==> src/rtl/water_dispenser_controller_if.sv <==
`default_nettype none
// ============================================================================
// Module   : water_dispenser_controller_if
// Purpose  : Button/switch inputs and valve/display outputs of the dispenser
// Revision : 1.0  initial release
// ============================================================================
interface water_dispenser_controller_if #(
   parameter int RADIX       = 10,
   parameter int DIGIT_COUNT = 4,
   parameter int TIME_WIDTH  = 14
);
   localparam int c_COUNT_WIDTH = $clog2(DIGIT_COUNT + 1);

   logic [RADIX-1:0]         switches;
   logic                     button_add;
   logic                     button_ok;
   logic                     button_cancel;
   logic [TIME_WIDTH-1:0]    entered_time;
   logic [TIME_WIDTH-1:0]    remaining_time;
   logic [c_COUNT_WIDTH-1:0] digit_count;
   logic                     valve_open;
   logic                     done_pulse;
   logic [1:0]               state_code;

   modport master (
      output switches, button_add, button_ok, button_cancel,
      input  entered_time, remaining_time, digit_count, valve_open, done_pulse, state_code
   );

   modport slave (
      input  switches, button_add, button_ok, button_cancel,
      output entered_time, remaining_time, digit_count, valve_open, done_pulse, state_code
   );
endinterface

`default_nettype wire

==> src/rtl/water_dispenser_controller.sv <==
`default_nettype none
// ============================================================================
// Module   : water_dispenser_controller
// Purpose  : Keypad time entry, timed valve dispense and completion pulse
// Revision : 1.0  initial release
// ============================================================================
module water_dispenser_controller #(
   parameter int RADIX            = 10,
   parameter int DIGIT_COUNT      = 4,
   parameter int TIME_WIDTH       = 14,
   parameter int TICKS_PER_SECOND = 50000000
) (
   input wire logic                    clock,
   input wire logic                    reset,
   water_dispenser_controller_if.slave bus
);
   localparam int c_COUNT_WIDTH = $clog2(DIGIT_COUNT + 1);
   localparam int c_DIGIT_WIDTH = (RADIX > 1) ? $clog2(RADIX) : 1;
   localparam int c_TICK_WIDTH  = $clog2(TICKS_PER_SECOND);

   localparam logic [c_TICK_WIDTH-1:0]  c_TICK_LAST  = c_TICK_WIDTH'(TICKS_PER_SECOND - 1);
   localparam logic [c_COUNT_WIDTH-1:0] c_DIGITS_MAX = c_COUNT_WIDTH'(DIGIT_COUNT);
   localparam logic [TIME_WIDTH-1:0]    c_RADIX_T    = TIME_WIDTH'(RADIX);

   localparam logic [1:0] c_ENTRY      = 2'd0;
   localparam logic [1:0] c_DISPENSING = 2'd1;
   localparam logic [1:0] c_DONE       = 2'd2;

   generate
      if (RADIX ** DIGIT_COUNT - 1 >= 2 ** TIME_WIDTH) begin : g_time_width_check
         $error("TIME_WIDTH cannot hold RADIX**DIGIT_COUNT-1");
      end
      if (TICKS_PER_SECOND < 2) begin : g_tick_check
         $error("TICKS_PER_SECOND must be at least 2");
      end
   endgenerate

   logic [1:0]               r_state;
   logic [TIME_WIDTH-1:0]    r_entered;
   logic [TIME_WIDTH-1:0]    r_remaining;
   logic [c_COUNT_WIDTH-1:0] r_digits;
   logic [c_TICK_WIDTH-1:0]  r_tick;
   logic                     r_valve;
   logic                     r_done;
   logic                     r_prev_add;
   logic                     r_prev_ok;
   logic                     r_prev_cancel;

   logic [1:0]               w_state_nxt;
   logic [TIME_WIDTH-1:0]    w_entered_nxt;
   logic [TIME_WIDTH-1:0]    w_remaining_nxt;
   logic [c_COUNT_WIDTH-1:0] w_digits_nxt;
   logic [c_TICK_WIDTH-1:0]  w_tick_nxt;
   logic                     w_valve_nxt;
   logic                     w_done_nxt;

   logic                     w_add_rise;
   logic                     w_ok_rise;
   logic                     w_cancel_press;
   logic                     w_ok_press;
   logic                     w_add_press;
   logic                     w_any_switch;
   logic [c_DIGIT_WIDTH-1:0] w_digit;
   logic                     w_add_accept;
   logic                     w_ok_accept;
   logic                     w_tick_last;
   logic                     w_last_second;
   logic [TIME_WIDTH-1:0]    w_shifted;

   // A higher-priority press masks lower ones even when it is itself ignored.
   assign w_add_rise     = bus.button_add & ~r_prev_add;
   assign w_ok_rise      = bus.button_ok & ~r_prev_ok;
   assign w_cancel_press = bus.button_cancel & ~r_prev_cancel;
   assign w_ok_press     = w_ok_rise & ~w_cancel_press;
   assign w_add_press    = w_add_rise & ~w_ok_rise & ~w_cancel_press;

   always_comb begin
      w_digit = '0;
      for (int i = RADIX - 1; i >= 0; i--) begin
         if (bus.switches[i]) begin
            w_digit = c_DIGIT_WIDTH'(i);
         end
      end
   end

   assign w_any_switch  = |bus.switches;
   assign w_add_accept  = w_add_press && w_any_switch && (r_digits < c_DIGITS_MAX);
   assign w_ok_accept   = w_ok_press && (r_entered != '0);
   assign w_tick_last   = (r_tick == c_TICK_LAST);
   assign w_last_second = (r_remaining == TIME_WIDTH'(1));
   assign w_shifted     = r_entered * c_RADIX_T + TIME_WIDTH'(w_digit);

   always_ff @(posedge clock or posedge reset) begin
      if (reset) begin
         r_state       <= c_ENTRY;
         r_entered     <= '0;
         r_remaining   <= '0;
         r_digits      <= '0;
         r_tick        <= '0;
         r_valve       <= 1'b0;
         r_done        <= 1'b0;
         r_prev_add    <= 1'b1;
         r_prev_ok     <= 1'b1;
         r_prev_cancel <= 1'b1;
      end else begin
         r_state       <= w_state_nxt;
         r_entered     <= w_entered_nxt;
         r_remaining   <= w_remaining_nxt;
         r_digits      <= w_digits_nxt;
         r_tick        <= w_tick_nxt;
         r_valve       <= w_valve_nxt;
         r_done        <= w_done_nxt;
         r_prev_add    <= bus.button_add;
         r_prev_ok     <= bus.button_ok;
         r_prev_cancel <= bus.button_cancel;
      end
   end

   always_comb begin
      w_state_nxt = r_state;
      case (r_state)
         c_ENTRY: begin
            if (w_ok_accept) begin
               w_state_nxt = c_DISPENSING;
            end
         end
         c_DISPENSING: begin
            if (w_cancel_press) begin
               w_state_nxt = c_ENTRY;
            end else if (w_tick_last && w_last_second) begin
               w_state_nxt = c_DONE;
            end
         end
         c_DONE:  w_state_nxt = c_ENTRY;
         default: w_state_nxt = c_ENTRY;
      endcase
   end

   always_comb begin
      w_entered_nxt   = r_entered;
      w_remaining_nxt = r_remaining;
      w_digits_nxt    = r_digits;
      w_tick_nxt      = r_tick;
      case (r_state)
         c_ENTRY: begin
            if (w_cancel_press) begin
               w_entered_nxt = '0;
               w_digits_nxt  = '0;
            end else if (w_ok_accept) begin
               w_remaining_nxt = r_entered;
               w_tick_nxt      = '0;
            end else if (w_add_accept) begin
               w_entered_nxt = w_shifted;
               w_digits_nxt  = r_digits + c_COUNT_WIDTH'(1);
            end
         end
         c_DISPENSING: begin
            if (w_cancel_press) begin
               w_entered_nxt   = '0;
               w_digits_nxt    = '0;
               w_remaining_nxt = '0;
               w_tick_nxt      = '0;
            end else if (w_tick_last) begin
               w_tick_nxt      = '0;
               w_remaining_nxt = r_remaining - TIME_WIDTH'(1);
            end else begin
               w_tick_nxt = r_tick + c_TICK_WIDTH'(1);
            end
         end
         default: begin
            w_entered_nxt   = '0;
            w_digits_nxt    = '0;
            w_remaining_nxt = '0;
            w_tick_nxt      = '0;
         end
      endcase
   end

   assign w_valve_nxt = (w_state_nxt == c_DISPENSING);
   assign w_done_nxt  = (w_state_nxt == c_DONE);

   assign bus.entered_time   = r_entered;
   assign bus.remaining_time = r_remaining;
   assign bus.digit_count    = r_digits;
   assign bus.valve_open     = r_valve;
   assign bus.done_pulse     = r_done;
   assign bus.state_code     = r_state;

endmodule

`default_nettype wire

==> src/flat_wrapper.sv <==
// flat-port wrapper written by rule: the top's interface ports become plain ports
module water_dispenser_controller_flat 
#(
   parameter int RADIX            = 10,
   parameter int DIGIT_COUNT      = 4,
   parameter int TIME_WIDTH       = 14,
   parameter int TICKS_PER_SECOND = 50000000
)
  (clock, reset, bus_switches, bus_button_add, bus_button_ok, bus_button_cancel, bus_entered_time, bus_remaining_time, bus_digit_count, bus_valve_open, bus_done_pulse, bus_state_code);
  water_dispenser_controller_if #(.RADIX(RADIX), .DIGIT_COUNT(DIGIT_COUNT), .TIME_WIDTH(TIME_WIDTH)) bus_i ();
  input wire logic clock;
  input wire logic reset;
  input wire logic [$bits(bus_i.switches)-1:0] bus_switches;
  input wire logic [$bits(bus_i.button_add)-1:0] bus_button_add;
  input wire logic [$bits(bus_i.button_ok)-1:0] bus_button_ok;
  input wire logic [$bits(bus_i.button_cancel)-1:0] bus_button_cancel;
  output wire logic [$bits(bus_i.entered_time)-1:0] bus_entered_time;
  output wire logic [$bits(bus_i.remaining_time)-1:0] bus_remaining_time;
  output wire logic [$bits(bus_i.digit_count)-1:0] bus_digit_count;
  output wire logic [$bits(bus_i.valve_open)-1:0] bus_valve_open;
  output wire logic [$bits(bus_i.done_pulse)-1:0] bus_done_pulse;
  output wire logic [$bits(bus_i.state_code)-1:0] bus_state_code;
  assign bus_i.switches = bus_switches;
  assign bus_i.button_add = bus_button_add;
  assign bus_i.button_ok = bus_button_ok;
  assign bus_i.button_cancel = bus_button_cancel;
  assign bus_entered_time = bus_i.entered_time;
  assign bus_remaining_time = bus_i.remaining_time;
  assign bus_digit_count = bus_i.digit_count;
  assign bus_valve_open = bus_i.valve_open;
  assign bus_done_pulse = bus_i.done_pulse;
  assign bus_state_code = bus_i.state_code;
  water_dispenser_controller #(.RADIX(RADIX), .DIGIT_COUNT(DIGIT_COUNT), .TIME_WIDTH(TIME_WIDTH), .TICKS_PER_SECOND(TICKS_PER_SECOND)) u_core (.clock(clock), .reset(reset), .bus(bus_i));
endmodule
==> config.mk <==
export PLATFORM = sky130hd
export DESIGN_NAME = water_dispenser_controller_flat
export DESIGN_NICKNAME = d
export VERILOG_FILES = /design/src/rtl/water_dispenser_controller_if.sv /design/src/rtl/water_dispenser_controller.sv /design/src/flat_wrapper.sv
export SDC_FILE = /design/constraint.sdc
export NUM_CORES = 1
export LEC_CHECK = 0
export BUFFER_PORTS_ARGS = -buffer_cell sky130_fd_sc_hd__buf_2
export CORE_ASPECT_RATIO = 0.6
export CORE_UTILIZATION = 59
export CTS_CLUSTER_SIZE = 30
export DETAILED_ROUTE_END_ITERATION = 10
export PLACE_DENSITY = 0.82
export SYNTH_ARGS = -nofsm -noshare
export SYNTH_HDL_FRONTEND = slang
export SYNTH_SLANG_ARGS = --single-unit
export TNS_END_PERCENT = 50
==> constraint.sdc <==
create_clock -name clock -period 3.9 [get_ports clock]
set_clock_uncertainty 0.2 [all_clocks]
set_input_delay 0.975 -clock clock [delete_from_list [all_inputs] [get_ports clock]]
set_output_delay 0.975 -clock clock [all_outputs]
set_load 0.05 [all_outputs]
==> reports/summary.txt, run 1 <==
status -> complete, but fails checks
failing checks -> design-rule violations
Crit-path slowest cell -> fa_1
I/O Pins -> 50
htree depth -> 3
clk slew on worst S/H paths -> 0.05 ns
Placeable Area -> 6849 um^2
Max Fclk -> 0.2798 GHz
Mapped Cells -> 478
Die H -> 68.02 um
DR WL met2 -> 4577 um
WL per Instance -> 18.31 um
Post-synth EDFFs -> 0
Pwr Density -> 583.0 nW/um^2
count of final setup violators -> 0
post-layout minimum cycle time -> 3.574 ns
DRT Pass-1 Iters -> 8
first-pass GRT wire length -> 18290 um
clk sinks -> 64
Slew HR -> 41.43%
simple-gate share of the synthesized area -> 25.90%
Setup WS post-layout -> 0.3255 ns
GRT Util Overall -> 31.88%
post-place setup slack -> 0.02086 ns
Synth area leaders -> dfrtp_1 (36%), ha_1 (7.6%), xnor2_1 (5.5%)
post-synth cell types -> 60
largest net degree at the start of global routing -> 38
area grow syn2layout -> 14.39%
Synth Area in Compound Gates -> 15.94%
DPL Wire Length -> 8263 um
peak supply drop -> 0.4086 mV
Clock Latency Late Sink -> 0.34 ns
Top Layer Used -> met4
Final #Nets -> 569
number of global-route vias before repair -> 3507
CTS root buffer -> clkbuf_16
Synth top area share -> 35.62%
GRT overflow -> 0
drt drc -> 4
final wirelength -> 11320 um
Async S/R FF share, synth -> 100.0%
pins over their slew limit -> 0
mux cell area share after synthesis -> 0.4672%
Reg2Reg Depth -> 8
Die X -> 112.0 um
adder-cell share of the synthesized area -> 8.526%
maxcap violations -> 0
HP Class -> reg2reg
YS warnings -> 0
post-CTS repair timing setup buffer count -> 0
hold buffers post-CTS -> 0
FP Rows -> 23
Synth Register Bits -> 64
Initial Util -> 62.57%
Max stage delay on crit path -> 0.40 ns
share of layout cells above drive strength 1 -> 16.76%
Antenna diodes -> 0
CTS tree -> done
largest family of logic cells by synthesized area -> simple AND/OR/NAND/NOR gates
crit path launch type -> primary input
post-synth top area cell -> dfrtp_1
DR vias -> 4036
Num CTS Buffers -> 9
met1 WL -> 5247 um
GPL Wtd Cong -> 0.9331
worst slew pin tran -> 0.8705 ns
Top delay family on crit path -> simple AND/OR/NAND/NOR gates
initial drt markers -> 448
Synth Net Count -> 521
synthesized area -> 4285 um^2
Synth Area in XOR/XNOR -> 8.350%
CP Max Fanout -> 4
Hold Path Depth -> 1
antenna violations before repair -> 0
Worst EP required -> 3.92 ns
Worst EP arrival -> 3.59 ns
crit path capture type -> flip-flop
WP buf/inv -> 2
WP depth -> 13
ys flop type -> dfrtp_1
fin crit share -> 91.65%
clk buf depth -> 2
routed wl met3 -> 1396 um
Post-DRT Antenna Nets -> 0
sequential share of the synthesized area -> 37.46%
Fin. Hold Viols -> 0
Leakage -> 0.002243 uW
post-route setup TNS -> 0 ns
# resized after CTS -> 0
WS Path Type -> in2reg
vias per inst -> 6.531
crit-path cells -> buf_2 > nor3_1 > nor3_1 > nor3_1 > ha_1 > inv_1 > fa_1 > nor2b_1 > o2111ai_1 > nor3_1 > nand4_1 > o21a_1 > a211o_1
RSZ-0062 raised after global routing -> no
Syn Area/Cell -> 8.965 um^2
DIE AREA -> 7619 um^2
cell mode on critical path -> nor3_1
Buffers on Ports -> 49
-- final cells by class --
cell class | instances | area, um^2
Clock inverter | 4 | 22.52
Sequential cell | 64 | 1605
Fill cell | 524 | 1947
Multi-Input combinational cell | 379 | 2554
Tap cell | 87 | 108.9
Clock buffer | 12 | 246.5
Inverter | 14 | 52.55
Timing Repair Buffer | 58 | 312.8
-- registers in the layout (all words and copies together) (netlist names) --
signal,cells
u_core.bus.digit_count,3
u_core.r_prev_add,1
u_core.r_tick,26
u_core.bus.entered_time,14
u_core.r_prev_cancel,1
u_core.bus.done_pulse,1
u_core.bus.valve_open,1
u_core.bus.remaining_time,14
u_core.r_prev_ok,1
u_core.bus.state_code,2
-- report_power, final --
part           switching [uW]  internal, uW  leakage [uW]
registers                 131           753      0.000872
logic                     869           376       0.00124
clock network             285           444      0.000132
-- layer usage --
metal / vias up / track usage, %
li1: 1857 / -
met1: 1937 / 47.06
met2: 229 / 45.73
met3: 13 / 9.035
met4: 0 / 8.333
met5: - / 0
-- kinds of logic (layout without fill, tap and decap cells) --
kind of cell / Yosys count / in the layout
multiplexers: 2 / 2
AO/OA/AOI/OAI: 102 / 102
buffers and inverters: 35 / 88
adder cells (fa/ha/maj): 28 / 28
XOR/XNOR: 40 / 40
flip-flops: 64 / 64
AND/OR/NAND/NOR: 207 / 207
-- worst reg2reg max path: cells and delay by family (launching register included) --
family	cells	cell delay, ns
flip-flops	1	0.47
AO/OA/AOI/OAI	3	0.90
AND/OR/NAND/NOR	1	0.55
XOR/XNOR	1	0.26
adder cells (fa/ha/maj)	3	1.02
-- stage by stage --
step / cell area [um^2] / std cells / total power [uW] / utilization [%] / hold WS [ns]
final: 4902 / 618 / 2858 / 71.57 / 0.3264
after global routing: 4902 / 618 / 3010 / 71.57 / 0.3368
after CTS: 4902 / 618 / 2842 / 71.57 / 0.3219
after detailed placement: 4633 / 602 / 2102 / 67.65 / 0.3102
after global placement: 4633 / 602 / 2063 / 67.65 / 0.3026
after floorplan: 4285 / 478 / 1787 / - / 0.2829
-- Yosys cell counts (all sizes together), types with 4 or more instances --
master / n
nand3: 19
nor3b: 5
a22o: 8
or3: 9
nand4: 6
xnor2: 27
nand3b: 4
clkbuf: 16
buf: 5
nor2b: 6
nor3: 18
dfrtp: 61
a21oi: 21
a22oi: 5
or4: 7
o21ai: 31
ha: 26
inv: 14
xor2: 13
nor4b: 9
nand2b: 7
and2: 4
o31ai: 5
nand2: 37
nor4: 19
a21o: 5
nor2: 51
-- path summary, 6_finish.rpt --
path                                                   startpoint                                       to  slack (ns)
hold reg to reg             u_core.bus.digit_count[0]$_DFFE_PP0P_    u_core.bus.digit_count[0]$_DFFE_PP0P_        0.33
max in group asynchronous                                   reset              u_core.r_prev_add$_DFF_PP1_        2.12
hold / removal              u_core.bus.digit_count[0]$_DFFE_PP0P_    u_core.bus.digit_count[0]$_DFFE_PP0P_        0.33
setup / recovery                                  bus_switches[5]  u_core.bus.entered_time[11]$_DFFE_PP0P_        0.33
setup reg to reg           u_core.bus.entered_time[1]$_DFFE_PP0P_  u_core.bus.entered_time[12]$_DFFE_PP0P_        0.42
min in group asynchronous                                   reset             u_core.r_tick[6]$_DFFE_PP0P_        0.58
-- cell usage in the layout, fill, tap and decap left out, drive strengths merged, types with 7 or more instances in the layout --
master	count
or4	7
ha	26
nor4	19
buf	58
a22o	8
nand2	37
a21oi	21
xor2	13
dfrtp	61
nand2b	7
xnor2	27
nand3	19
inv	14
o21ai	31
nor3	18
or3	9
clkbuf	12
nor4b	9
nor2	51
Note: power is estimated with default switching activity, not from simulation.
==> inputs of run 2 (changes only) <==
- PLACE_DENSITY: 0.82 -> 0.81
==> run 2 against run 1 <==
  * The run still ends with design-rule violations left
  * Sequential power down 0.6%
  * Clock power up 9.1%
  * Non-clock buffer count up 3
  * Largest power group unchanged
==> reports/summary.txt, run 2 (synthesis results as in run 1) <==
clk slew on worst S/H paths -> 0.05 ns (about the same)
Max Fclk -> 0.2828 GHz (+1.1%)
CP startpoint -> bus_switches[5]
Clock Latency Late Sink -> 0.33 ns (about the same)
GR Util met2 -> 45.89% (+0.16 points)
count of final setup violators -> 0 (unchanged)
number of global-route vias before repair -> 3585 (+2.2%)
peak supply drop -> 0.4843 mV (+19%)
FF-to-FF setup slack -> 0.47 ns (+0.05 ns)
# fillers -> 527 (+0.57%)
GRT Util Overall -> 31.42% (-0.47 points)
clk buf depth -> 2 (unchanged)
Pwr Density -> 588.0 nW/um^2 (+0.87%)
post-route setup TNS -> 0 ns (unchanged)
Critical Path End -> u_core.bus.entered_time[11]$_DFFE_PP0P_
GR Util met3 -> 8.237% (-0.80 points)
Layout Cells excl Fill -> 621 (+0.49%)
# resized after CTS -> 0 (unchanged)
failing checks -> design-rule violations
status -> complete, but fails checks
DIE AREA -> 7619 um^2 (unchanged)
maxcap violations -> 0 (unchanged)
share of layout cells above drive strength 1 -> 17.42% (+0.65 points)
Reg with most FFs -> u_core.r_tick
CTS tree -> done
I/O Pins -> 50 (unchanged)
GPL Wtd Cong -> 0.9298 (-0.35%)
htree depth -> 3 (unchanged)
most common cell after layout, fill and taps aside -> dfrtp_1
first-pass GRT wire length -> 18130 um (-0.86%)
pins over their slew limit -> 0 (unchanged)
CP Max Fanout -> 4 (unchanged)
Leakage -> 0.002272 uW (+1.3%)
GRT overflow -> 0 (unchanged)
Post-DRT Antenna Nets -> 0 (unchanged)
post-CTS repair timing setup buffer count -> 0 (unchanged)
most frequent cells in the layout -> dfrtp_1 (61), nor2_1 (51), buf_2 (49)
drt drc -> 5 (+1)
Worst EP arrival -> 3.54 ns (-0.05 ns)
final wirelength -> 11470 um (+1.4%)
crit path capture type -> flip-flop
RSZ-0062 raised after global routing -> no
area grow syn2layout -> 15.62%
post-layout minimum cycle time -> 3.536 ns (-0.03876 ns)
Num CTS Buffers -> 9 (unchanged)
worst slew pin tran -> 1.019 ns (+0.1489 ns)
FP Rows -> 23 (unchanged)
Fin. Hold Viols -> 0 (unchanged)
gr busiest metal -> met1
hold buffers post-CTS -> 0 (unchanged)
CTS root buffer -> clkbuf_16
max reg flops -> 26 (unchanged)
RR Endpoint -> u_core.bus.entered_time[12]$_DFFE_PP0P_
Final #Nets -> 572 (+0.53%)
Worst EP required -> 3.91 ns (about the same)
fin crit share -> 90.66% (-0.99 points)
largest net degree at the start of global routing -> 50 (+32%)
clk sinks -> 64 (unchanged)
area of the multi-input gates -> 2554 um^2 (unchanged)
DRT Pass-1 Iters -> 8 (unchanged)
vias per inst -> 6.465 (-1.0%)
Placeable Area -> 6849 um^2 (unchanged)
reg2reg start -> u_core.bus.entered_time[1]$_DFFE_PP0P_
WL per Instance -> 18.48 um (+0.91%)
Slew HR -> 32.04% (-9.4 points)
crit path launch type -> primary input
Post-Place Cells -> 605 (+0.50%)
Initial Util -> 62.57% (unchanged)
GR Util met1 -> 46.27% (-0.79 points)
Die X -> 112.0 um (unchanged)
Buffers on Ports -> 49 (unchanged)
WS Path Type -> in2reg
antenna violations before repair -> 0 (unchanged)
DR vias -> 4015 (-0.52%)
Die H -> 68.02 um (unchanged)
Antenna diodes -> 0 (unchanged)
area occupied by registers -> 1605 um^2 (unchanged)
initial drt markers -> 452 (+0.89%)
Reg2Reg Depth -> 8 (unchanged)
HP Class -> reg2reg
DPL Wire Length -> 8269 um (about the same)
Hold Path Depth -> 1 (unchanged)
[run 2: power breakdown]
part | leakage [uW] | switching (uW) | internal (uW)
Combinational | 0.00125 | 861 | 380
Clock | 0.000145 | 283 | 510
Sequential | 0.000872 | 126 | 753
Total | 0.00227 | 1270 | 1640
[run 2: stage by stage]
| stage | util (%) | power [uW] | cell area [um^2] | hold WS [ns] | setup slack (ns) |
|---|---|---|---|---|---|
| after detailed placement | 67.98 | 2097 | 4656 | 0.3204 | 0.03947 |
| after global placement | 67.98 | 2067 | 4656 | 0.2989 | 0.1406 |
| after CTS | 72.34 | 2896 | 4955 | 0.3326 | 0.3747 |
| final | 72.34 | 2914 | 4955 | 0.3327 | 0.3643 |
| after floorplan | - | 1787 | 4285 | 0.2829 | 0.4927 |
| after global routing | 72.34 | 3060 | 4955 | 0.3472 | 0.2083 |
[run 2: cell type report]
type | instances | share of cell area [%]
clock buffers | 11 | 4.899
well taps | 87 | 2.197
repair buffers | 61 | 6.768
flip-flops and latches | 64 | 32.40
clock inverters | 5 | 1.136
inverters | 14 | 1.061
multi-input cells | 379 | 51.54
[run 2: how the worst min path moves through the flow]
stage / end / start
2_1_floorplan: u_core.r_tick[6]$_DFFE_PP0P_ / u_core.r_tick[6]$_DFFE_PP0P_
6_report: u_core.r_tick[1]$_DFFE_PP0P_ / u_core.r_tick[1]$_DFFE_PP0P_
3_3_place_gp: u_core.r_tick[6]$_DFFE_PP0P_ / u_core.r_tick[6]$_DFFE_PP0P_
3_5_place_dp: u_core.r_tick[1]$_DFFE_PP0P_ / u_core.r_tick[1]$_DFFE_PP0P_
4_1_cts: u_core.r_tick[1]$_DFFE_PP0P_ / u_core.r_tick[1]$_DFFE_PP0P_
5_1_grt: u_core.r_tick[1]$_DFFE_PP0P_ / u_core.r_tick[1]$_DFFE_PP0P_
[run 2: metal layers]
layer  wire [um]  up-vias
met4          85        0
met1        5515     1941
met3        1082       12
met5           0        -
met2        4791      204
li1            -     1858
[run 2: worst max-delay path: stages]
cell and delay, ns:
buf_2 0.11, nor3_1 0.18, nor3_1 0.06, nor3_1 0.16
ha_1 0.21, inv_1 0.05, fa_1 0.40, nor2b_1 0.22
o2111ai_1 0.19, nor3_1 0.29, nand4_1 0.23, o21a_1 0.24
a211o_1 0.22
